==> src/rtl/demux_sched_pkg.sv <==
// Package: demux_sched_pkg
// Shared constants, FSM state encoding and helpers for the 1:8 demux scheduler.
// The optional delivery counters are enabled by defining DEMUX_SCHED_CNT_EN.

package demux_sched_pkg;

    localparam int NUM_DST = 8;
    localparam int SEL_W   = 3;

    // FSM state encoding kept as plain constants so older tools and
    // hand-written waveform decoders see stable values.
    typedef logic [1:0] state_t;

    localparam state_t ST_IDLE = 2'd0;
    localparam state_t ST_PEND = 2'd1;
    localparam state_t ST_SEND = 2'd2;

    // The round-robin pointer starts at the top so the first grant lands on
    // destination 0.
    localparam logic [SEL_W-1:0] LAST_PTR_RST = 3'd7;

    // Select code to one-hot destination valid.
    function automatic logic [NUM_DST-1:0] sel_to_onehot(input logic [SEL_W-1:0] sel);
        logic [NUM_DST-1:0] oh;
        oh      = '0;
        oh[sel] = 1'b1;
        return oh;
    endfunction

endpackage

==> src/rtl/rr_pick_8.sv <==
// Module: rr_pick_8
// Combinational round-robin picker over eight requesters. The search starts
// one place after the most recently served index and wraps around.

module rr_pick_8
    import demux_sched_pkg::*;
(
    input  logic [NUM_DST-1:0] req_i,
    input  logic [SEL_W-1:0]   last_ptr_i,
    output logic               gnt_vld_o,
    output logic [SEL_W-1:0]   gnt_idx_o
);

    logic [SEL_W-1:0] cand;
    logic             found;

    // Walk the eight candidates in rotated order and keep the first requester.
    always_comb begin
        cand      = '0;
        found     = 1'b0;
        gnt_idx_o = '0;
        for (int i = 1; i <= NUM_DST; i++) begin
            cand = last_ptr_i + SEL_W'(i);
            if (!found && req_i[cand]) begin
                found     = 1'b1;
                gnt_idx_o = cand;
            end
        end
        gnt_vld_o = found;
    end

endmodule

==> src/rtl/demux_1_8_sched_v.sv <==
// Module: demux_1_8_sched_v
// Scheduler for the 1:8 demux datapath: accepts one word at a time, picks a
// ready and enabled destination round-robin, and holds the word until that
// destination takes it. Define DEMUX_SCHED_CNT_EN to add per-destination
// delivery counters on o_cnt.

module demux_1_8_sched_v
    import demux_sched_pkg::*;
#(
    parameter int DATA_W = 8,
    parameter int CNT_W  = 16
) (
    input  logic                     i_clk,
    input  logic                     i_rst_n,
    input  logic                     i_valid,
    input  logic [DATA_W-1:0]        i_data,
    output logic                     o_ready,
    input  logic [NUM_DST-1:0]       i_dst_en,
    input  logic [NUM_DST-1:0]       i_dst_ready,
    output logic [SEL_W-1:0]         o_sel_code,
    output logic [NUM_DST-1:0]       o_valid,
    output logic [DATA_W-1:0]        o_data
`ifdef DEMUX_SCHED_CNT_EN
    ,
    output logic [NUM_DST*CNT_W-1:0] o_cnt
`endif
);

    state_t              state_q,    state_d;
    logic [DATA_W-1:0]   data_q,     data_d;
    logic [SEL_W-1:0]    sel_q,      sel_d;
    logic [NUM_DST-1:0]  valid_q,    valid_d;
    logic [SEL_W-1:0]    last_ptr_q, last_ptr_d;

    logic [NUM_DST-1:0]  elig;
    logic                gnt_vld;
    logic [SEL_W-1:0]    gnt_idx;
    logic                sel_ready;
    logic                xfer;

    assign elig      = i_dst_en & i_dst_ready;
    assign sel_ready = i_dst_ready[sel_q];
    assign xfer      = (state_q == ST_SEND) && sel_ready;

    rr_pick_8 u_pick (
        .req_i      (elig),
        .last_ptr_i (last_ptr_q),
        .gnt_vld_o  (gnt_vld),
        .gnt_idx_o  (gnt_idx)
    );

    // Upstream ready: free in IDLE, and in SEND only on the cycle the held word leaves.
    always_comb begin
        o_ready = 1'b0;
        case (state_q)
            ST_IDLE: o_ready = 1'b1;
            ST_PEND: o_ready = 1'b0;
            ST_SEND: o_ready = sel_ready;
            default: o_ready = 1'b0;
        endcase
    end

    // Next-state logic: capture, grant, then hold until the chosen destination accepts.
    always_comb begin
        state_d    = state_q;
        data_d     = data_q;
        sel_d      = sel_q;
        valid_d    = valid_q;
        last_ptr_d = last_ptr_q;
        case (state_q)
            ST_IDLE: begin
                if (i_valid) begin
                    data_d  = i_data;
                    state_d = ST_PEND;
                end
            end
            ST_PEND: begin
                if (gnt_vld) begin
                    sel_d   = gnt_idx;
                    valid_d = sel_to_onehot(gnt_idx);
                    state_d = ST_SEND;
                end
            end
            ST_SEND: begin
                if (xfer) begin
                    valid_d    = '0;
                    last_ptr_d = sel_q;
                    if (i_valid) begin
                        data_d  = i_data;
                        state_d = ST_PEND;
                    end else begin
                        state_d = ST_IDLE;
                    end
                end
            end
            default: begin
                valid_d = '0;
                state_d = ST_IDLE;
            end
        endcase
    end

    // State and output registers; reset drops any held word.
    always_ff @(posedge i_clk or negedge i_rst_n) begin
        if (!i_rst_n) begin
            state_q    <= ST_IDLE;
            data_q     <= '0;
            sel_q      <= '0;
            valid_q    <= '0;
            last_ptr_q <= LAST_PTR_RST;
        end else begin
            state_q    <= state_d;
            data_q     <= data_d;
            sel_q      <= sel_d;
            valid_q    <= valid_d;
            last_ptr_q <= last_ptr_d;
        end
    end

    assign o_sel_code = sel_q;
    assign o_valid    = valid_q;
    assign o_data     = data_q;

`ifdef DEMUX_SCHED_CNT_EN
    logic [CNT_W-1:0] cnt_q [NUM_DST];

    // Per-destination delivery counters, wrapping, cleared only by reset.
    always_ff @(posedge i_clk or negedge i_rst_n) begin
        if (!i_rst_n) begin
            for (int k = 0; k < NUM_DST; k++) begin
                cnt_q[k] <= '0;
            end
        end else if (xfer) begin
            cnt_q[sel_q] <= cnt_q[sel_q] + CNT_W'(1);
        end
    end

    for (genvar g = 0; g < NUM_DST; g++) begin : g_cnt_out
        assign o_cnt[g*CNT_W +: CNT_W] = cnt_q[g];
    end
`endif

endmodule
==> config.mk <==
export PLATFORM = sky130hd
export DESIGN_NAME = demux_1_8_sched_v
export DESIGN_NICKNAME = d
export VERILOG_FILES = /design/src/rtl/demux_sched_pkg.sv /design/src/rtl/rr_pick_8.sv /design/src/rtl/demux_1_8_sched_v.sv
export SDC_FILE = /design/constraint.sdc
export NUM_CORES = 1
export LEC_CHECK = 0
export ABC_CLOCK_PERIOD_IN_PS = 9000
export CORE_AREA = 2 2 85 66
export CTS_CLUSTER_SIZE = 8
export DETAILED_ROUTE_END_ITERATION = 8
export DIE_AREA = 0 0 87 68
export DONT_BUFFER_PORTS = 1
export PLACE_DENSITY_LB_ADDON = 0.2
export SLEW_MARGIN = 15
export SYNTH_ARGS = -nofsm -noshare
export SYNTH_HDL_FRONTEND = slang
export SYNTH_SLANG_ARGS = --single-unit
==> constraint.sdc <==
create_clock -name i_clk -period 9 [get_ports i_clk]
set_input_delay 0.9 -clock i_clk [delete_from_list [all_inputs] [get_ports i_clk]]
set_output_delay 0.9 -clock i_clk [all_outputs]
set_load 0.02 [all_outputs]
[Yosys cells after proc, flatten, opt, wreduce, memory -nomap -nowiden]
Index checks and enable logic that the tools add are counted.
Operators by class
  add/sub/neg operators: 7
  magnitude comparators: 11
  reductions and logical operators: 23
  bitwise logic cells: 2
  muxes and demuxes: 48
  eq/ne operators: 5
Operators by type and width (count)
  < comparator 3 x 4 -> 1 bit (second input constant): 10
  two-way mux 8 bit: 4
  binary-select mux 1 bit (select 3 bit): 9
  two-way mux 3 bit: 8
  case mux 8 bit (3 select lines): 1
  two-way mux 1 bit: 19
  case mux 8 bit (2 select lines): 1
  adder 3 bit (second input constant): 4
  logical AND 1 bit: 9
  bitwise AND 8 bit: 1
  logical NOT 1 bit: 7
  adder 3 x 2 -> 3 bit (second input constant): 2
  two-way mux 2 bit: 3
  inequality test 2 bit (second input constant): 3
  case mux 2 bit (3 select lines): 1
  AND reduction 2 bit: 3
  AND reduction 3 bit: 2
  adder 3 x 1 -> 3 bit (second input constant): 1
  demux 1 bit (select 3 bit): 1
  >= comparator 3 x 1 -> 1 bit (second input constant): 1
  == test 2 x 1 -> 1 bit (second input constant): 1
  == test 2 bit (second input constant): 1
  logical NOT 2 bit: 1
  case mux 1 bit (2 select lines): 1
  other kinds (2): 2
Storage, ports and cells
  bits in registers: 24
  word-level logic and storage cells: 101

[Longest topological paths before layout]
  depth in word-level cells: 31
  depth in mapped cells: 13
  mapped depth without buffers: 10

[Hierarchy]
A second synthesis with hierarchy kept.
Second synthesis, totals
  cells, all modules: 239
  area total of the unflattened synthesis: 2202.1 µm²
By module, submodules not included
  demux_1_8_sched_v: area each 1416.4 µm², cells an instance 146, instances 1
  rr_pick_8: area each 785.8 µm², cells an instance 93, instances 1

[Worst setup path after synthesis]
OpenSTA, ideal clock, no wires.
  path type: register to register
  start: register last_ptr_q[1]
  end: register valid_q[2] (netlist: o_valid[2])
  clock period less this slack: 3183 ps
  setup time: 122 ps
  path slack: 5817 ps
  arrival time: 3061 ps
  buffers on the path: 3
  cell stages (with the launch flop): 13
  path through: dfstp_2 > buf_2 > inv_1 > ha_1 > buf_2 > xor2_1 > mux4_2 > and4bb_1 > nand3_1 > and3_1 > buf_4 > nor2b_2 > a32o_1
Between the ends
  word-level cells in the longest chain between the ends: 31
Ends and longest elaborated chain
  start, declared: line demux_1_8_sched_v.sv:33  | logic [SEL_W-1:0] last_ptr_q, last_ptr_d;
  start signal, assigned: line demux_1_8_sched_v.sv:116  | last_ptr_q <= last_ptr_d;
  adder 3 x 1 -> 3 bit: line rr_pick_8.sv:23  | cand = last_ptr_i + SEL_W'(i);
  binary-select mux 1 bit (select 3 bit): line rr_pick_8.sv:24  | if (!found && req_i[cand]) begin
  two-way mux 1 bit (not written as such): line rr_pick_8.sv:24
  two-way mux 1 bit: line rr_pick_8.sv:24
  logical NOT 1 bit: line rr_pick_8.sv:24
  logical AND 1 bit: line rr_pick_8.sv:24
  two-way mux 1 bit: line rr_pick_8.sv:24
  logical NOT 1 bit: line rr_pick_8.sv:24
  (+15 left out)
  logical AND 1 bit: line rr_pick_8.sv:24
  two-way mux 3 bit: line rr_pick_8.sv:24
  < comparator 3 x 4 -> 1 bit (not written as such) or >= comparator 3 x 1 -> 1 bit (tied branches): line demux_sched_pkg.sv:26  | oh[sel] = 1'b1;
  logical AND 1 bit (not written as such): line demux_sched_pkg.sv:26
  two-way mux 1 bit (not written as such): line demux_sched_pkg.sv:26
  demux 1 bit (select 3 bit): line demux_sched_pkg.sv:26
  two-way mux 8 bit: line demux_1_8_sched_v.sv:78  | if (gnt_vld) begin
  case mux 8 bit (3 select lines): line demux_1_8_sched_v.sv:70  | case (state_q)
  end signal, assigned: line demux_1_8_sched_v.sv:115  | valid_q <= valid_d;
  end, declared: line demux_1_8_sched_v.sv:32  | logic [NUM_DST-1:0] valid_q, valid_d;
Several ways; a longest one is shown, not always the timed one. The select of a mux whose other input is x is not followed.
A chain may end at the register's enable or synchronous reset.

[Final worst setup path]
  start: register last_ptr_q[0]
  end: register valid_q[3] (netlist: o_valid[3])
The elaborated chain is that of the path after synthesis.

==> flow_summary_export.csv <==
group,metric,value,unit
floorplanning,io_pins,47,
clocking,cts_resized,0,
layout,drive_gt1_frac,0.226,
clocking,numCtsBuffers,3,
layout,stdcell_count,261,
logic_synthesis,synth_top_family_by_area,"multiplexers",
routing,antenna_left,0,
worst_setup_path,rr_startpoint,"last_ptr_q[0]$_DFFE_PN1P_",
worst_setup_path,cp_top_family,"flip-flops",
logic_synthesis,synthMuxAreaShare,0.252,
floorplanning,die_x,87,um
global_route,grt_max_degree,25,
worst_setup_path,startpoint,"last_ptr_q[0]$_DFFE_PN1P_",
floorplanning,die_y,68,um
floorplanning,die_area,0.00592,mm^2
global_route,grt_pass1_wl,7820,um
logic_synthesis,synth_compound_area_frac,0.213,
clocking,htree_levels,1,
floorplanning,initial_core_util,0.394,
clocking,hold_buffers,0,
logic_synthesis,yosysWarnings,0,
global_route,antenna_found_initial,0,
logic_synthesis,syn_area,0.00203,mm^2
min_path,holdCritPathClass,"in2async",
clocking,tritoncts,"built",
clocking,postCtsSetupRepairBufs,0,
routing,drt-initial-drc-count,144,
timing,finalSetupViolations,0,
routing,first_pass_iters,5,
logic_synthesis,yosys-top-cells-count,"dfrtp_1 (21), nand2_1 (19), nor2_1 (17), o21ai_0 (13), mux4_2 (12)",
logic_synthesis,synth_seq_cells,24,
worst_setup_path,cp_max_fo,23,
floorplanning,std_cell_rows,23,
routing,wire_per_inst,19.1,um
worst_setup_path,reg2reg_slack,5300,ps
timing,worst_slew_pin_slew,590,ps
status,status,"finished, final reports clean",
worst_setup_path,endpoint_kind,"flip-flop",
logic_synthesis,synthAdderAreaFrac,0.0123,
clocking,insertion_delay,260,ps
timing,drv_slew,0,
layout,nets,229,
worst_setup_path,path_cells,"inv_2 > ha_1 > xor2_1 > mux4_2 > and4bb_1 > and3_4 > o211ai_2 > a32oi_1 > a32o_1",
worst_setup_path,worstRegToRegCells,9,
logic_synthesis,synth_area_leaders,"dfrtp_1 (26%), mux4_2 (13%), mux2_2 (6.1%)",
clocking,clk_pin_slew,80,ps
routing,via_count,1635,
placed_design,placed_cells,257,
clocking,cts_buffer_depth,2,
floorplanning,core-area,0.00515,mm^2
clocking,cts_sinks,24,
logic_synthesis,async_flop_share,1.00,
logic_synthesis,syn_nets,232,
timing,period_needed,3700,ps
worst_setup_path,startpoint_type,"flip-flop",
placed_design,portBuffers,0,
global_route,grt_usage,0.173,
worst_setup_path,cp.arrival,3900,ps
layout,area_growth,4.01,%
logic_synthesis,ys_types,57,
placed_design,place_congestion,0.807,
logic_synthesis,synthesis.instances,203,
layout,final_area,0.00211,mm^2
layout,antenna_cells,0,
timing,finalSetupTns,0,ps
placed_design,placed_area,0.00205,mm^2
worst_setup_path,cp_num_buf_inv,1,
logic_synthesis,ys_seq_area_frac,0.298,
worst_setup_path,crit_slowest_cell,"dfstp_2",
clocking,clockRootBuffer,"clkbuf_8",
logic_synthesis,synthSimpleGateAreaFrac,0.163,
routing,wl,4990,um
routing,drc_errors,0,
logic_synthesis,yosysMostFrequentCell,"dfrtp_1",
global_route,overflow,0,
timing,clock_skew,3.69,ps
logic_synthesis,synth_top_cell_by_area,"dfrtp_1",
timing,final_hold_viol_count,0,
timing,rsz0062_at_grt,"false",
logic_synthesis,yosysTopAreaCellShare,0.259,
worst_setup_path,cp.required,9200,ps
timing,slew_headroom,0.604,
logic_synthesis,synth_xor_area_frac,0.0210,
logic_synthesis,postSynthAreaPerCell,9.99,um^2
layout,fin_util,0.410,
routing,viasPerCell,6.26,
worst_setup_path,critPathMaxStageDelay,830,ps
logic_synthesis,synth_edf_count,0,
worst_setup_path,worstSetupPathType,"reg2reg",
global_route,grt_pass1_vias,1519,
worst_setup_path,path_depth,9,
placed_design,hpwl,3950,um
timing,finalCritPeriodShare,0.411,
job,drv_cap,0,
logic_synthesis,ys.flop_type,"dfrtp_1",
timing,fmax,270,MHz
==> area by class of cell <==
type                    count  area, um^2
flip-flops and latches     24         604
inverters                   8        30.0
well taps                  62        77.6
fillers                   487        3040
multi-input cells         163        1340
clock buffers               4        55.1
==> sequential cells by signal (all words and copies together), names as in the netlist <==
name,count
last_ptr_q,3
o_data,8
o_sel_code,3
o_valid,8
state_q,2
==> placed cells by master (no fill, tap or decap), types with 2 or more instances in the layout <==
| master | instances |
|---|---|
| a21oi_1 | 11 |
| a32o_1 | 10 |
| and2_1 | 5 |
| and2_4 | 2 |
| clkbuf_8 | 4 |
| dfrtp_1 | 21 |
| dfstp_2 | 3 |
| ha_1 | 2 |
| inv_1 | 5 |
| inv_2 | 2 |
| mux2_1 | 2 |
| mux2_2 | 11 |
| mux2i_1 | 8 |
| mux4_2 | 12 |
| nand2_1 | 19 |
| nand2b_1 | 4 |
| nand3_1 | 5 |
| nor2_1 | 17 |
| o21ai_0 | 13 |
| o21ai_1 | 3 |
| o22ai_1 | 5 |
| or2_2 | 2 |
| xnor2_1 | 2 |
==> stage by stage <==
step / hold slack, ps / setup slack (ps)
2_1_floorplan: 494 / 5820
3_3_place_gp: 566 / 5430
3_5_place_dp: 556 / 5320
4_1_cts: 318 / 5300
5_1_grt: 301 / 4970
6_report: 326 / 5300
==> per-layer routing <==
| layer | vias to the layer above | track usage | wire (um) |
|---|---|---|---|
| li1 | 777 | - | - |
| met1 | 789 | 0.278 | 2450 |
| met2 | 67 | 0.244 | 2160 |
| met3 | 2 | 0.0374 | 358 |
| met4 | 0 | 0.0176 | 19 |
| met5 | - | 0 | 0 |
==> cells by family (layout without fill, tap and decap cells) <==
family          count (synthesis)  in the layout
compound gates                 60             60
xor+xnor                        4              4
fa+ha+maj                       2              2
buf+inv                        16             12
flops                          24             24
mux                            34             34
simple gates                   63             63
==> final timing paths <==
path | to
max | o_valid[3]$_DFFE_PN0P_
min | o_valid[3]$_DFFE_PN0P_
max reg2reg | o_valid[3]$_DFFE_PN0P_
min reg2reg | state_q[1]$_DFFE_PN0P_
max in group asynchronous | last_ptr_q[1]$_DFFE_PN1P_
min in group i_clk | state_q[1]$_DFFE_PN0P_
Power is left out: the tool's default activity adds up to more than one toggle a clock period on the data nets, which glitch-free logic cannot reach.
==> patch: new RTL, config.mk and constraints unchanged <==
Change the parameter `DATA_W` from 8 to 6.
--- a/src/rtl/demux_1_8_sched_v.sv
+++ b/src/rtl/demux_1_8_sched_v.sv
@@ -9,3 +9,3 @@
 #(
-    parameter int DATA_W = 8,
+    parameter int DATA_W = 6,
     parameter int CNT_W  = 16
Ports: changed (resized i_data and o_data); port bits go from 47 to 43. The function was not compared with the original's and may differ.
==> patch against the original RTL <==
- global-route usage is 0.059 points lower
- design area is 7.1% lower
- synthesized area is 8.6% lower
- highest routed layer unchanged
- routed wire length is 1.7% lower
- worst setup slack worse by 14 ps
- sequential cell count is 2 lower
- critical path type unchanged
- count of clock-buffer cells in the layout is 1 lower
==> patch: results (changes against the original RTL) <==
GRT
  – GRT Overall Usage: 0.173 (-0.000589)
  – Met3 Use GR: 0.0362 (-0.00121)
  – Met2 Usage GRT: 0.273 (+0.0286)
  – Pin count of the biggest net entering global routing: 29 (+16%)
  – M1 GR Usage: 0.256 (-0.0215)
  – First-pass GRT wire length: 8.05 mm (+2.8%)
  – Vias in the first global route: 1536 (+1.1%)

Logic synthesis
  – Compound-Gate Fraction of Synth Area: 0.224 (+0.0106)
  – Post-Synth XOR/XNOR Area: 0.0182 (-0.00276)
  – Mux cell area share after synthesis: 0.260 (+0.00815)
  – Sequential cell area fraction in the yosys report: 0.299 (+0.000956)
  – Syn Nets: 208 (-10%)
  – Largest cells by area after synthesis: dfrtp_1, mux4_2, mux2i_1
  – Synth Area per Inst: 10.2 sq um (+2.5%)
  – Number of library cell types mapped by synthesis: 54 (-5.3%)

Final layout
  – Layout fillers: 497 (+2.1%)
  – Cell Count, Final, Fillers Out: 240 (-8.0%)
  – Ratio of cells with drive above 1 in the final layout: 0.202 (-0.0239)

Worst setup path
  – CP max FO: 28 (+22%)
  – CP max stage delay: 860 ps (+30 ps)
  – Crit path arrival time: 3880 ps (-20 ps)

Route
  – WL met3: 261 um (-27%)
  – Met1 WL: 2.38 mm (-2.9%)
  – Met2 wire len: 2.25 mm (+3.9%)
  – First-pass DRT Iterations: 4 (-1)
  – DR iter-0 viols: 160 (+11%)

Place
  – Gp weighted congestion: 0.857 (+6.3%)
  – Post-DP HPWL: 3.84 mm (-2.6%)
  – Worst slack, placed: 5340 ps (+19.1 ps)
  – Post-placement cell area: 1890 sq um (-8.1%)

Outcome
  – Status: complete, no violations

STA
  – Layout Skew: 6.46 ps (+2.77 ps)
  – Slew margin rel.: 0.558 (-0.0463)

Clocking
  – CTS buffer count: 3 (unchanged)
==> patch: worst register-to-register path, delay by kind of cell (launching register included) <==
family | cells | cell delay [ps]
flops | 1 | 860
compound gates | 3 | 730
mux | 1 | 640
simple gates | 2 | 610
xor+xnor | 1 | 400
fa+ha+maj | 1 | 250
buf+inv | 1 | 130
==> patch: worst paths after layout <==
check	endpoint	slack, ps
setup / recovery	o_valid[5]	5290
hold / removal	state_q[0]	320
setup reg to reg	o_valid[5]	5290
hold reg to reg	state_q[0]	590
max in group asynchronous	last_ptr_q[1]	8510
min in group i_clk	state_q[0]	590
==> patch: final cells by class <==
cell class                      instances  area (sq um)  share of cell area
Clock buffer                            3          41.3              0.0211
Clock inverter                          1          30.0              0.0153
Inverter                                7          26.3              0.0134
Multi-Input combinational cell        145          1230               0.628
Sequential cell                        22           554               0.283
Tap cell                               62          77.6              0.0396
